--- src/rtl/bilbo_bist_engine.sv ---
// Parametrised BILBO register: functional/scan/PRPG/MISR modes with a counted
// self-test session and golden-signature comparison.
module bilbo_bist_engine #(
  parameter int               WIDTH = 8,
  parameter logic [WIDTH-1:0] POLY  = 8'hB8,
  parameter logic [WIDTH-1:0] SEED  = 8'h01,
  parameter int               CNT_W = 16
) (
  input  logic             clk,
  input  logic             rst,
  input  logic [2:0]       mode,
  input  logic [WIDTH-1:0] d,
  input  logic             scan_in,
  input  logic             start,
  input  logic             abort,
  input  logic [CNT_W-1:0] num_patterns,
  input  logic [WIDTH-1:0] golden,
  output logic [WIDTH-1:0] q,
  output logic             scan_out,
  output logic             busy,
  output logic             done,
  output logic             pass
);

  typedef enum logic [2:0] {
    M_HOLD  = 3'd0,
    M_LOAD  = 3'd1,
    M_SHIFT = 3'd2,
    M_PRPG  = 3'd3,
    M_MISR  = 3'd4,
    M_CLEAR = 3'd5
  } mode_e;

  typedef enum logic [1:0] {
    S_IDLE = 2'd0,
    S_RUN  = 2'd1,
    S_DONE = 2'd2
  } state_e;

  state_e           state, next_state;
  mode_e            sess_mode, step_mode;
  logic [CNT_W-1:0] cnt;
  logic             accept, finish, dec_cnt;
  logic             fb;
  logic [WIDTH-1:0] shifted, q_next;

  function automatic mode_e decode(input logic [2:0] m);
    case (m)
      3'd1:    return M_LOAD;
      3'd2:    return M_SHIFT;
      3'd3:    return M_PRPG;
      3'd4:    return M_MISR;
      3'd5:    return M_CLEAR;
      default: return M_HOLD;
    endcase
  endfunction

  // The done pulse follows the DONE state by one cycle; that cycle still counts
  // as busy, so q holds and start is ignored until it has passed.
  always_comb begin
    next_state = state;
    step_mode  = M_HOLD;
    accept     = 1'b0;
    finish     = 1'b0;
    dec_cnt    = 1'b0;
    case (state)
      S_IDLE: begin
        if (!done) begin
          if (start && (mode == M_PRPG || mode == M_MISR)) begin
            accept     = 1'b1;
            next_state = (num_patterns == '0) ? S_DONE : S_RUN;
          end else begin
            step_mode = decode(mode);
          end
        end
      end
      S_RUN: begin
        if (abort) begin
          next_state = S_IDLE;
        end else begin
          step_mode = sess_mode;
          dec_cnt   = 1'b1;
          if (cnt == CNT_W'(1)) next_state = S_DONE;
        end
      end
      S_DONE: begin
        next_state = S_IDLE;
        finish     = !abort;
      end
      default: next_state = S_IDLE;
    endcase
  end

  assign fb      = ^(q & POLY);
  assign shifted = {q[WIDTH-2:0], fb};

  always_comb begin
    q_next = q;
    case (step_mode)
      M_LOAD:  q_next = d;
      M_SHIFT: q_next = {q[WIDTH-2:0], scan_in};
      M_PRPG:  q_next = (q == '0) ? SEED : shifted;
      M_MISR:  q_next = shifted ^ d;
      M_CLEAR: q_next = '0;
      default: q_next = q;
    endcase
  end

  always_ff @(posedge clk or posedge rst) begin
    if (rst) begin
      state     <= S_IDLE;
      q         <= '0;
      cnt       <= '0;
      sess_mode <= M_PRPG;
      done      <= 1'b0;
      pass      <= 1'b0;
    end else begin
      state <= next_state;
      q     <= q_next;
      done  <= finish;
      if (accept) begin
        sess_mode <= decode(mode);
        cnt       <= num_patterns;
        pass      <= 1'b0;
      end else begin
        if (dec_cnt) cnt <= cnt - CNT_W'(1);
        if (finish) pass <= (q == golden);
      end
    end
  end

  assign scan_out = q[WIDTH-1];
  assign busy     = (state != S_IDLE) || done;

endmodule

--- config.mk ---
export PLATFORM = sky130hd
export DESIGN_NAME = bilbo_bist_engine
export DESIGN_NICKNAME = d
export VERILOG_FILES = /design/src/rtl/bilbo_bist_engine.sv
export SDC_FILE = /design/constraint.sdc
export NUM_CORES = 1
export LEC_CHECK = 0
export BUFFER_PORTS_ARGS = -buffer_cell sky130_fd_sc_hd__buf_2
export CORE_ASPECT_RATIO = 1.5
export CORE_MARGIN = 3
export CORE_UTILIZATION = 42
export CTS_CLUSTER_DIAMETER = 80
export DETAILED_ROUTE_END_ITERATION = 8
export MAX_ROUTING_LAYER = met4
export PLACE_DENSITY_LB_ADDON = 0.12
export SYNTH_ARGS = -nofsm -noshare
export SYNTH_HDL_FRONTEND = slang
export SYNTH_SLANG_ARGS = --single-unit
--- constraint.sdc ---
create_clock -name clk -period 3.6 [get_ports clk]
set_clock_uncertainty 0.2 [all_clocks]
set_input_delay 0.36 -clock clk [delete_from_list [all_inputs] [get_ports clk]]
set_output_delay 0.36 -clock clk [all_outputs]
set_load 0.02 [all_outputs]
==> results.py <==
metrics = {
    "detailed_routing": {
        "wire_per_inst_um": 16.9,
        "drt-pass1-iter-count": 4,
        "vias": 2091,
        "drc": 0,
        "drt_iter0_markers": 202,
        "postRouteAntennaNets": 0,
        "wl_um": 6040,
        "vias_per_cell": 5.84,
    },
    "timing": {
        "fin_crit_ns": 2.47,
        "hold_violations": 0,
        "relSlewSlack": 0.495,
        "worst_slew_pin_slew_ns": 0.756,
        "fmax_mhz": 405,
        "slew_violations": 0,
        "rsz0062_at_grt": "no",
        "timing.final.crit_share": 0.685,
        "fin_tns_setup_ns": 0,
        "setup_violations": 0,
    },
    "die": {
        "core_um2": 4930,
        "die_h_um": 94.1,
        "die_w_um": 64.7,
        "ioPinCount": 52,
        "start_util": 0.441,
        "num_rows": 31,
        "die_area_um2": 6090,
    },
    "synthesis": {
        "yosysWarnings": 0,
        "netlist_area_um2": 2170,
        "avgSynthCellArea_um2": 9.09,
        "synth_top_area_cell": "dfrtp_1",
        "synth_cell_types": 62,
        "ys_ff_latch": 31,
        "ys_seq_area_frac": 0.358,
        "netlist.area_leader.share": 0.334,
        "async_flop_share": 1.00,
        "synthTopCellsByArea": "dfrtp_1 (33%), nand2_1 (6.4%), xor2_1 (3.6%)",
        "synth-edff-count": 0,
        "synth_cells": 239,
        "syn-num-nets": 284,
        "synth-main-ff-cell": "dfrtp_1",
    },
    "worst_setup_path": {
        "r2r_slack_ns": 1.13,
        "cp.buffers_inverters": 0,
        "cp-end-kind": "register",
        "crit_chain": "and4bb_2 > a31oi_4 > and2_1 > nor2_1 > a222oi_1",
        "worstPathArrival_ns": 2.44,
        "max_stage_delay_ns": 0.62,
        "worstPathRequired_ns": 3.57,
        "criticalPathCategory": "register to register",
        "worstSetupStartpointType": "register",
        "cp_slowest_cell": "dfrtp_1",
        "crit_family": "simple AND/OR/NAND/NOR gates",
        "crit_fanout": 18,
    },
    "cts": {
        "cts.clk_slew.worst_paths_ns": 0.07,
        "cts_made_buffers": 5,
        "cts_hold_buffers": 0,
        "cts_setup_buffers": 0,
        "cts_sinks": 31,
        "cts-root-buf": "clkbuf_8",
        "cts_resized": 0,
        "htree_levels": 2,
        "cts_buffer_depth": 2,
        "insertion_delay_ns": 0.28,
        "cts_tree": "done",
    },
    "grt": {
        "antenna_found_initial": 0,
        "grt_pass1_vias": 2037,
        "grt_usage": 0.211,
        "overflow": 0,
        "grt_max_degree": 19,
        "grt_pass1_wl_um": 9710,
    },
    "flow_run": {
        "maxCapViolCount": 0,
    },
    "finish": {
        "fin_cells": 358,
        "fin_util": 0.526,
        "area_growth_pct": 19.2,
        "nNetsFinal": 336,
        "fillers": 497,
        "drive_above_1_share": 0.264,
        "fin_area_um2": 2590,
        "antenna_cells": 0,
    },
    "place": {
        "io_buffer_count": 51,
        "place_hpwl_um": 4730,
        "post_dp_cell_area_um2": 2490,
        "finalWeightedCongestion": 0.884,
        "placedCellCount": 350,
    },
    "power_and_ir_drop": {
        "leakagePower_nw": 1.14,
        "power_density_nw_per_um2": 610,
        "irDropWorstVdd_mv": 0.304,
    },
    "status": {
        "status": "completed",
    },
    "worst_hold_path": {
        "hold_path.class": "primary input to async pin",
    },
}
==> per-layer routing <==
metal | GRT usage | share of wire
met1 | 0.221 | 0.38
met5 | - | 0
met2 | 0.392 | 0.55
met3 | 0.0299 | 0.039
met4 | 0.0829 | 0.026
==> stage by stage <==
stage          power (mW)  setup slack [ns]  hold WS, ns
4_1_cts              1.58              1.14       0.0203
3_3_place_gp         1.26              1.11        0.246
6_report             1.58              1.13      0.00541
3_5_place_dp         1.27              1.07        0.247
5_1_grt              1.68             0.975       0.0417
2_1_floorplan        1.06              1.50        0.223
==> cell usage after synthesis, types with 3 or more instances <==
master / instances
buf_2: 4
o211ai_1: 9
xor2_1: 9
nor4_1: 11
inv_1: 12
clkbuf_1: 3
nor2_1: 10
a221o_1: 3
nand3_1: 11
nor3_1: 9
ha_1: 5
a221oi_1: 3
dfrtp_1: 29
o311ai_1: 5
o21ai_0: 5
o21ai_1: 7
or3_1: 4
a21oi_1: 10
nand2_1: 37
==> cell type report <==
class                   instances  area [um^2]  area share
clock buffers                   7         96.3      0.0372
clock inverters                 1         7.51     0.00290
inverters                      12         45.0      0.0174
multi-input cells             186         1300       0.500
flip-flops and latches         31          778       0.300
well taps                      66         82.6      0.0319
repair buffers                 55          285       0.110
==> report_power, final <==
part	switching [mW]	internal [mW]	total, mW
Clock	0.140	0.174	0.314
Combinational	0.335	0.291	0.626
Sequential	0.173	0.467	0.640
Total	0.648	0.932	1.58
==> kinds of logic after synthesis <==
group	share of synthesized area
buf+inv	0.0472
compound gates	0.238
flops	0.358
simple gates	0.277
xor+xnor	0.0512
fa+ha+maj	0.0288
==> sequential cells by signal (all words and copies together), names as in the netlist <==
| name | cells |
|---|---|
| cnt | 16 |
| q | 8 |
| sess_mode | 3 |
| state | 2 |
| done | 1 |
| pass | 1 |
==> cell usage in the layout, fill, tap and decap left out, drive strengths merged, types with 3 or more instances in the layout <==
master / n
buf: 55
nor2: 10
nor4b: 3
a221oi: 3
a21oi: 10
a221o: 3
nand3: 11
dfrtp: 29
o21ai: 12
inv: 12
or3: 4
nor4: 11
clkbuf: 7
nand2: 37
xor2: 9
o311ai: 5
o211ai: 9
or2: 3
ha: 5
nor3: 10
==> worst paths after layout <==
check,to,start,depth (start not counted)
max,q[4]$_DFFE_PP0P_,state[1]$_DFFE_PP0P_,5
min,q[3]$_DFFE_PP0P_,rst,2
max reg2reg,q[4]$_DFFE_PP0P_,state[1]$_DFFE_PP0P_,5
min reg2reg,sess_mode[1]$_DFFE_PP1P_,sess_mode[1]$_DFFE_PP1P_,2
max in group asynchronous,sess_mode[0]$_DFFE_PP1P_,rst,3
min in group clk,cnt[14]$_DFFE_PP0P_,num_patterns[14],3
Power figures use the tool's default switching activity.
